**config.mk**
```make
export PLATFORM = sky130hd
export DESIGN_NAME = mem_arb_flat
export DESIGN_NICKNAME = d
export VERILOG_FILES = /design/src/rtl/sisc_pkg.sv /design/src/rtl/mem_arb_if.sv /design/src/rtl/mem_arb.sv /design/src/flat_wrapper.sv
export SDC_FILE = /design/constraint.sdc
export NUM_CORES = 1
export LEC_CHECK = 0
export CAP_MARGIN = 20
export CORE_UTILIZATION = 44
export CTS_BUF_LIST = sky130_fd_sc_hd__clkbuf_2 sky130_fd_sc_hd__clkbuf_4 sky130_fd_sc_hd__clkbuf_8
export DETAILED_ROUTE_END_ITERATION = 6
export PLACE_DENSITY = 0.93
export SYNTH_ARGS = -nofsm -noshare
export SYNTH_HDL_FRONTEND = slang
export SYNTH_SLANG_ARGS = --single-unit
```
**constraint.sdc**
```tcl
create_clock -name clk -period 3.01 [get_ports clk]
set_input_delay 0.602 -clock clk [delete_from_list [all_inputs] [get_ports clk]]
set_output_delay 0.602 -clock clk [all_outputs]
set_load 0.02 [all_outputs]
```
**src/rtl/sisc_pkg.sv**
```systemverilog
// +----------------------------------------------------------------------+
// | Module   : sisc_pkg                                                  |
// | Desc     : Shared SISC encodings for the memory arbiter.             |
// | Revision : 1.0                                                       |
// +----------------------------------------------------------------------+
`default_nettype none

package sisc_pkg;

  typedef enum logic [1:0] {
    ARB_IDLE  = 2'd0,
    ARB_ISSUE = 2'd1,
    ARB_WAIT  = 2'd2,
    ARB_DONE  = 2'd3
  } arb_state_t;

  typedef enum logic {
    OWN_I = 1'b0,
    OWN_D = 1'b1
  } arb_owner_t;

  // On a tie, round-robin hands the grant to whoever was not served last.
  function automatic arb_owner_t arb_pick(input logic       i_req,
                                          input logic       d_req,
                                          input arb_owner_t last,
                                          input logic       rr);
    if (i_req && d_req) begin
      return (rr && (last == OWN_D)) ? OWN_I : OWN_D;
    end
    return d_req ? OWN_D : OWN_I;
  endfunction

endpackage

`default_nettype wire

```
**src/rtl/mem_arb_if.sv**
```systemverilog
// +----------------------------------------------------------------------+
// | Module   : mem_arb_if                                                |
// | Desc     : Requester and memory-port bundle for mem_arb.             |
// | Revision : 1.0                                                       |
// +----------------------------------------------------------------------+
`default_nettype none

interface mem_arb_if #(
  parameter int AW = 16,
  parameter int DW = 32
);
  logic          i_req;
  logic [AW-1:0] i_addr;
  logic          i_done;
  logic          d_req;
  logic          d_we;
  logic [AW-1:0] d_addr;
  logic [DW-1:0] d_wdata;
  logic          d_done;
  logic [DW-1:0] rdata;
  logic          m_en;
  logic          m_we;
  logic [AW-1:0] m_addr;
  logic [DW-1:0] m_wdata;
  logic [DW-1:0] m_rdata;
  logic          busy;

  modport slave (
    input  i_req, i_addr, d_req, d_we, d_addr, d_wdata, m_rdata,
    output i_done, d_done, rdata, m_en, m_we, m_addr, m_wdata, busy
  );

  modport master (
    output i_req, i_addr, d_req, d_we, d_addr, d_wdata, m_rdata,
    input  i_done, d_done, rdata, m_en, m_we, m_addr, m_wdata, busy
  );
endinterface

`default_nettype wire

```
**src/rtl/mem_arb.sv**
```systemverilog
// +----------------------------------------------------------------------+
// | Module   : mem_arb                                                   |
// | Desc     : Single-port memory arbiter, fetch vs. load/store path.    |
// |            Define MEM_ARB_RR_EN for round-robin tie-breaking.        |
// | Revision : 1.0                                                       |
// +----------------------------------------------------------------------+
`default_nettype none

module mem_arb
  import sisc_pkg::*;
#(
  parameter int AW  = 16,
  parameter int DW  = 32,
  parameter int LAT = 1
) (
  input  wire logic   clk,
  input  wire logic   rst_f,
  mem_arb_if.slave    bus
);

  localparam logic [1:0] c_WAIT_LOAD = (LAT > 1) ? 2'(LAT - 2) : 2'd0;

  if (LAT < 1 || LAT > 4) begin : g_lat_check
    $error("mem_arb: LAT must be in 1..4");
  end

  arb_state_t r_state;
  arb_owner_t r_owner;
  logic [1:0] r_cnt;
  arb_owner_t w_pick;

`ifdef MEM_ARB_RR_EN
  arb_owner_t r_last_owner;
  assign w_pick = arb_pick(bus.i_req, bus.d_req, r_last_owner, 1'b1);
`else
  assign w_pick = arb_pick(bus.i_req, bus.d_req, OWN_I, 1'b0);
`endif

  always_ff @(posedge clk) begin
    if (rst_f) begin
      r_state     <= ARB_IDLE;
      r_owner     <= OWN_I;
      r_cnt       <= 2'd0;
      bus.i_done  <= 1'b0;
      bus.d_done  <= 1'b0;
      bus.rdata   <= '0;
      bus.m_en    <= 1'b0;
      bus.m_we    <= 1'b0;
      bus.m_addr  <= '0;
      bus.m_wdata <= '0;
      bus.busy    <= 1'b0;
`ifdef MEM_ARB_RR_EN
      r_last_owner <= OWN_I;
`endif
    end else begin
      case (r_state)
        ARB_IDLE: begin
          if (bus.i_req || bus.d_req) begin
            // The m_* registers double as the transaction latch.
            r_owner  <= w_pick;
            r_state  <= ARB_ISSUE;
            bus.m_en <= 1'b1;
            bus.busy <= 1'b1;
            if (w_pick == OWN_D) begin
              bus.m_we    <= bus.d_we;
              bus.m_addr  <= bus.d_addr;
              bus.m_wdata <= bus.d_wdata;
            end else begin
              bus.m_we    <= 1'b0;
              bus.m_addr  <= bus.i_addr;
              bus.m_wdata <= '0;
            end
          end
        end
        ARB_ISSUE: begin
          bus.m_en <= 1'b0;
          bus.m_we <= 1'b0;
          if (LAT > 1) begin
            r_cnt   <= c_WAIT_LOAD;
            r_state <= ARB_WAIT;
          end else begin
            r_state    <= ARB_DONE;
            bus.i_done <= (r_owner == OWN_I);
            bus.d_done <= (r_owner == OWN_D);
          end
        end
        ARB_WAIT: begin
          if (r_cnt == 2'd0) begin
            r_state    <= ARB_DONE;
            bus.i_done <= (r_owner == OWN_I);
            bus.d_done <= (r_owner == OWN_D);
          end else begin
            r_cnt <= r_cnt - 2'd1;
          end
        end
        ARB_DONE: begin
          bus.rdata  <= bus.m_rdata;
          bus.i_done <= 1'b0;
          bus.d_done <= 1'b0;
          bus.busy   <= 1'b0;
          r_state    <= ARB_IDLE;
`ifdef MEM_ARB_RR_EN
          r_last_owner <= r_owner;
`endif
        end
        default: r_state <= ARB_IDLE;
      endcase
    end
  end

endmodule

`default_nettype wire

```
**src/flat_wrapper.sv**
```systemverilog
// flat-port wrapper written by rule: the top's interface ports become plain ports
module mem_arb_flat import sisc_pkg::*;
#(
  parameter int AW  = 16,
  parameter int DW  = 32,
  parameter int LAT = 1
)
  (clk, rst_f, bus_i_req, bus_i_addr, bus_d_req, bus_d_we, bus_d_addr, bus_d_wdata, bus_m_rdata, bus_i_done, bus_d_done, bus_rdata, bus_m_en, bus_m_we, bus_m_addr, bus_m_wdata, bus_busy);
  mem_arb_if #(.AW(AW), .DW(DW)) bus_i ();
  input  wire logic clk;
  input  wire logic rst_f;
  input wire logic [$bits(bus_i.i_req)-1:0] bus_i_req;
  input wire logic [$bits(bus_i.i_addr)-1:0] bus_i_addr;
  input wire logic [$bits(bus_i.d_req)-1:0] bus_d_req;
  input wire logic [$bits(bus_i.d_we)-1:0] bus_d_we;
  input wire logic [$bits(bus_i.d_addr)-1:0] bus_d_addr;
  input wire logic [$bits(bus_i.d_wdata)-1:0] bus_d_wdata;
  input wire logic [$bits(bus_i.m_rdata)-1:0] bus_m_rdata;
  output wire logic [$bits(bus_i.i_done)-1:0] bus_i_done;
  output wire logic [$bits(bus_i.d_done)-1:0] bus_d_done;
  output wire logic [$bits(bus_i.rdata)-1:0] bus_rdata;
  output wire logic [$bits(bus_i.m_en)-1:0] bus_m_en;
  output wire logic [$bits(bus_i.m_we)-1:0] bus_m_we;
  output wire logic [$bits(bus_i.m_addr)-1:0] bus_m_addr;
  output wire logic [$bits(bus_i.m_wdata)-1:0] bus_m_wdata;
  output wire logic [$bits(bus_i.busy)-1:0] bus_busy;
  assign bus_i.i_req = bus_i_req;
  assign bus_i.i_addr = bus_i_addr;
  assign bus_i.d_req = bus_d_req;
  assign bus_i.d_we = bus_d_we;
  assign bus_i.d_addr = bus_d_addr;
  assign bus_i.d_wdata = bus_d_wdata;
  assign bus_i.m_rdata = bus_m_rdata;
  assign bus_i_done = bus_i.i_done;
  assign bus_d_done = bus_i.d_done;
  assign bus_rdata = bus_i.rdata;
  assign bus_m_en = bus_i.m_en;
  assign bus_m_we = bus_i.m_we;
  assign bus_m_addr = bus_i.m_addr;
  assign bus_m_wdata = bus_i.m_wdata;
  assign bus_busy = bus_i.busy;
  mem_arb #(.AW(AW), .DW(DW), .LAT(LAT)) u_core (.clk(clk), .rst_f(rst_f), .bus(bus_i));
endmodule
```
# Word level (Yosys, flattened, before mapping)
# Cells that the tools add are included.
word_totals:
  memories: 0
  ff_bits: 90
  input_bits: 101
  out_inout_bits: 85
  mem_bits_ro: 0
  elab_cells: 51
  latch_bits: 0
  mem_bits_rw: 0
classes:
  addsub: 1
  bitwise_logic: 2
  n_eq_ne: 5
  n_lt_le_gt_ge: 0
  n_reduce_logical: 13
  n_div: 0
  n_mul: 0
  n_mux: 19
  n_shift: 0
op_table:
  columns: ["op", "count"]
  rows:
  - ["$mux 32", 1]
  - ["$mux 16", 1]
  - ["$reduce_and 2->1", 6]
  - ["$mux 1", 9]
  - ["$pmux 2 s4", 1]
  - ["$pmux 1 s2", 3]
  - ["$pmux 1 s3", 2]
  - ["$eq 2x2->1 const B", 2]
  - ["$logic_not 2->1", 2]
  - ["$mux 2", 2]
  - ["$ne 2x1->1 const B", 2]
  - ["$reduce_bool 2->1", 2]
  - ["$reduce_bool 3->1", 1]
  - ["$eq 2x1->1 const B", 1]
  - ["$not 1->1", 2]
  - ["$sub 2x1->2 const B", 1]
  - ["$logic_and 1x1->1", 1]
  - ["$logic_or 1x1->1", 1]

# Longest topological paths before layout
depth:
  depth_word: 6
  ltp_mapped: 7
  depth_no_buf: 5

# Worst setup path before layout
# Ideal clock, no wire load.
synth_timing:
  path_kind: "input to register"
  from: "in bus_d_req"
  to: "reg u_core.bus.busy"
  required_ps: 2878
  t_arrival_ps: 1346
  path_slack_ps: 1532
  setup_time_ps: 132
  stages: 6
  path_buffers: 3
  cell_sequence: "buf_4 -> o21a_1 -> buf_6 -> buf_6 -> o21bai_1 -> a21oi_1"
synth_between:
  elab_chain_len: 3
synth_lines:
  columns: ["item", "line_no", "text"]
  rows:
  - ["start: declaration", "flat_wrapper.sv:14", "input wire logic [$bits(bus_i.d_req)-1:0] bus_d_req;"]
  - ["$logic_or 1x1->1", "mem_arb.sv:58", "if (bus.i_req || bus.d_req) begin"]
  - ["$ne 2x1->1 (no source line)", null, null]
  - ["$reduce_and 2->1 (no source line)", null, null]
  - ["end signal: assignment", "mem_arb.sv:51", "bus.busy <= 1'b0;"]
  - ["end signal: assignment", "mem_arb.sv:63", "bus.busy <= 1'b1;"]
  - ["end signal: assignment", "mem_arb.sv:100", "bus.busy <= 1'b0;"]
  - ["end: declaration", "mem_arb_if.sv:30", "output i_done, d_done, rdata, m_en, m_we, m_addr, m_wdata, busy"]
# No other way between the ends.
# A chain may end at the register's enable or synchronous reset.

# Final worst setup path
layout_timing:
  from: "reg u_core.r_state[0]"
  to: "reg u_core.bus.m_addr[2]"
layout_between:
  elab_chain_len: 2
layout_lines:
  columns: ["item", "line_no", "text"]
  rows:
  - ["start: declaration", "mem_arb.sv:27", "arb_state_t r_state;"]
  - ["start signal: assignment", "mem_arb.sv:41", "r_state <= ARB_IDLE;"]
  - ["start signal: assignment", "mem_arb.sv:61", "r_state <= ARB_ISSUE;"]
  - ["start signal: assignment", "mem_arb.sv:80", "r_state <= ARB_WAIT;"]
  - ["$logic_not 2->1", "mem_arb.sv:56", "case (r_state)"]
  - ["$reduce_and 2->1 (no source line)", null, null]
  - ["end signal: assignment", "mem_arb.sv:66", "bus.m_addr <= bus.d_addr;"]
  - ["end signal: assignment", "mem_arb.sv:70", "bus.m_addr <= bus.i_addr;"]
  - ["end: declaration", "mem_arb_if.sv:30", null]
# No other way between the ends.

==> metrics.md <==
| Metric | Value |
|---|---|
| Run status | `finished, final reports clean` |
| Routability Congestion | `0.759` |
| Die W | `91.8 um` |
| Post-CTS Setup Bufs | `0` |
| Layout cells sized above 1 | `7.59%` |
| Synth Flop Type | `dfxtp_1` |
| CTS Buf Count | `9` |
| Startpoint Class | `flop` |
| Clock sinks | `90` |
| Final Hold Violating Endpoints | `0` |
| First drt pass iteration count | `4` |
| Post-synthesis async set-or-reset flop share | `0%` |
| Die height | `91.8 um` |
| Reg-to-reg slack, setup | `1.03 ns` |
| Mux cell area share after synthesis | `13.5%` |
| First-pass GRT wire length | `15300 um` |
| Comb pwr share | `26.9%` |
| Routed via count | `3325` |
| RSZ-0062 raised after global routing | `false` |
| Syn Inst Count | `375` |
| CP Launch Point | `u_core.r_state[0]` |
| Mean number of vias per cell | `5.08` |
| CP endpoint | `u_core.bus.m_addr[2]` |
| Mapped Area | `0.00355 mm^2` |
| IO Port Bufs | `185` |
| Simple-gate share of the synthesized area | `15.3%` |
| Hold-fix buffers at CTS | `0` |
| Max Clock Skew | `0.0159 ns` |
| Pleak | `0.00206 uW` |
| Post-Synth Adder-Cell Area | `2.12%` |
| Gates resized, CTS repair | `0` |
| Routed wire length per instance | `14.8 um` |
| Sequential share of power | `42.4%` |
| Syn_nets | `482` |
| Die area | `0.00842 mm^2` |
| Synth Register Bits | `90` |
| DPL Wire Length | `7280 um` |
| Relative slew slack | `58.6%` |
| # setup viols final | `0` |
| Cell Area, Placed | `0.00542 mm^2` |
| Final instance area | `0.00566 mm^2` |
| Final TNS setup | `0 ns` |
| Syn avg cell area | `9.46 um^2` |
| Core Util, Final | `72.9%` |
| Clock Pin Slew Worst Setup and Hold Paths | `0.08 ns` |
| Kind of critical path | `flop to flop` |
| Most numerous cell in the Yosys netlist | `dfxtp_1` |
| TritonCTS clock tree | `built` |
| Fin crit share | `65.8%` |
| Slew Limit Fails | `0` |
| Yosys top cell by area | `dfxtp_1` |
| Worst-path fanout max | `32` |
| Core Box Area | `0.00777 mm^2` |
| Routed Antenna Nets | `0` |
| R2R depth | `6` |
| Data required, critical path | `3.26 ns` |
| N_diodes | `0` |
| Compound-gate portion of the synthesized area | `12.6%` |
| Power Dens Cells | `567 mW/mm^2` |
| Sw frac | `28.6%` |
| Post-Route WL | `9710 um` |
| Max Freq | `0.505 GHz` |
| Main combinational cell family by area after synthesis | `simple AND/OR/NAND/NOR gates` |
| Initial antenna violation count | `0` |
| Vias in the first global route | `3288` |
| Initial Util | `45.7%` |
| Fin crit period | `1.98 ns` |
| Fin Hold WS | `0.456 ns` |
| Rows | `32` |
| Io pins | `186` |
| Top cell type's share of synthesized area | `50.8%` |
| Tightest Pin Transition | `0.620 ns` |
| Hold Crit Class | `flop to flop` |
| Net Sw Power | `920 uW` |
| Top cells by area, synth | `dfxtp_1 (51%), mux2i_1 (14%), a21oi_1 (5.5%)` |
| Post-synth EDFFs | `0` |
| H-tree depth | `3` |
| End of the worst register-to-register path | `u_core.bus.m_addr[2]` |
| Xor and xnor area share after synthesis | `0.247%` |
| Gr ovfl total | `0` |
| DRT iter0 DRCs | `84` |
| Worst vdd ir | `370 uV` |
| Post-synthesis sequential area ratio | `50.8%` |
| Max-cap violations | `0` |
| Crit end category | `flop` |
| Worst-Skew Late Latency | `0.34 ns` |
| GRT Overall Usage | `22.9%` |
| Clk pwr share | `30.7%` |
| Commonest cells post-synth | `dfxtp_1 (90), nor2_1 (51), mux2i_1 (48), a21oi_1 (39), nand2_1 (36)` |
| Cell-internal power | `2290 uW` |
| Yosys cell types | `28` |
| DRC violations left | `0` |
| Area grow syn2layout | `59.6%` |
| Arr. time, crit path | `2.23 ns` |
| FF-to-FF Start | `u_core.r_state[0]` |
| Ys Warns | `0` |
| CTS Buffer Depth | `2` |
| Final Net Count | `655` |
| Root buf cell | `clkbuf_8` |
| Largest net degree at the start of global routing | `35` |
sequential cells by signal (all words and copies together) (netlist names):
| name | flops |
|---|---|
| u_core.bus.rdata | 32 |
| u_core.r_state | 2 |
| u_core.bus.m_wdata | 32 |
| u_core.bus.d_done | 1 |
| u_core.bus.m_en | 1 |
| u_core.bus.busy | 1 |
| u_core.bus.i_done | 1 |
| u_core.r_cnt | 2 |
| u_core.r_owner | 1 |
| u_core.bus.m_we | 1 |
| u_core.bus.m_addr | 16 |
critical path: stages, from the launching register on:
cell,delay [ns]
dfxtp_1,0.36
inv_1,0.10
ha_1,0.53
o21a_1,0.25
buf_4,0.35
nor2_1,0.07
a211oi_1,0.23
final cells by class:
class	count	area (um^2)
fillers	586	2110
repair buffers	194	1910
flip-flops and latches	90	1800
multi-input cells	247	1550
clock buffers	10	131
well taps	102	128
clock inverters	6	114
inverters	6	22.5
per-stage QoR:
stage	total power, uW	instances	setup slack (ns)
CTS	3230	655	1.02
global route	3350	655	0.820
detailed placement	2260	639	0.930
floorplan	1860	375	1.53
global placement	2220	639	1.03
finish	3210	655	1.03
power groups by stage:
| stage | combinational [uW] | clock, uW | sequential, uW |
|---|---|---|---|
| floorplan | 351 | 0 | 1510 |
| global placement | 840 | 0 | 1380 |
| detailed placement | 867 | 0 | 1390 |
| CTS | 870 | 998 | 1360 |
| global route | 923 | 1050 | 1380 |
| finish | 864 | 984 | 1360 |
kinds of logic (layout without fill, tap and decap cells):
kind of cell / count (synthesis) / in the layout
compound gates: 66 / 66
xor+xnor: 1 / 1
fa+ha+maj: 6 / 6
buf+inv: 38 / 216
flops: 90 / 90
mux: 48 / 48
simple gates: 126 / 126
how the worst min path moves through the flow:
stage	startpoint	to	depth (start not counted)
after floorplan	u_core.r_owner	u_core.r_owner	2
after global placement	u_core.bus.m_wdata[31]	u_core.bus.m_wdata[31]	2
after detailed placement	u_core.bus.m_wdata[15]	u_core.bus.m_wdata[15]	2
after CTS	u_core.bus.m_wdata[15]	u_core.bus.m_wdata[15]	2
after global routing	u_core.bus.m_wdata[25]	u_core.bus.m_wdata[25]	2
final	u_core.bus.m_wdata[27]	u_core.bus.m_wdata[27]	2
placed cells by master (no fill, tap or decap), drive strengths merged, types with 2 or more instances in the layout:
cell and instances:
nor2b 2, dfxtp 90, clkinvlp 2, buf 11, clkbuf 10, a211oi 17, clkdlybuf4s50 183, o21ai 7
nor2 51, nand3 32, bufinv 3, inv 7, mux2i 48, nand2 36, a21oi 39, ha 6
metal layers:
metal / share of wire [%] / GRT usage, % / vias to the layer above
met5: 0 / 0 / -
met2: 53 / 44.3 / 128
li1: - / - / 1617
met1: 39 / 24.5 / 1568
met4: 1.5 / 7.55 / 0
met3: 6.2 / 4.73 / 12
Note: power is estimated with default switching activity, not from simulation.
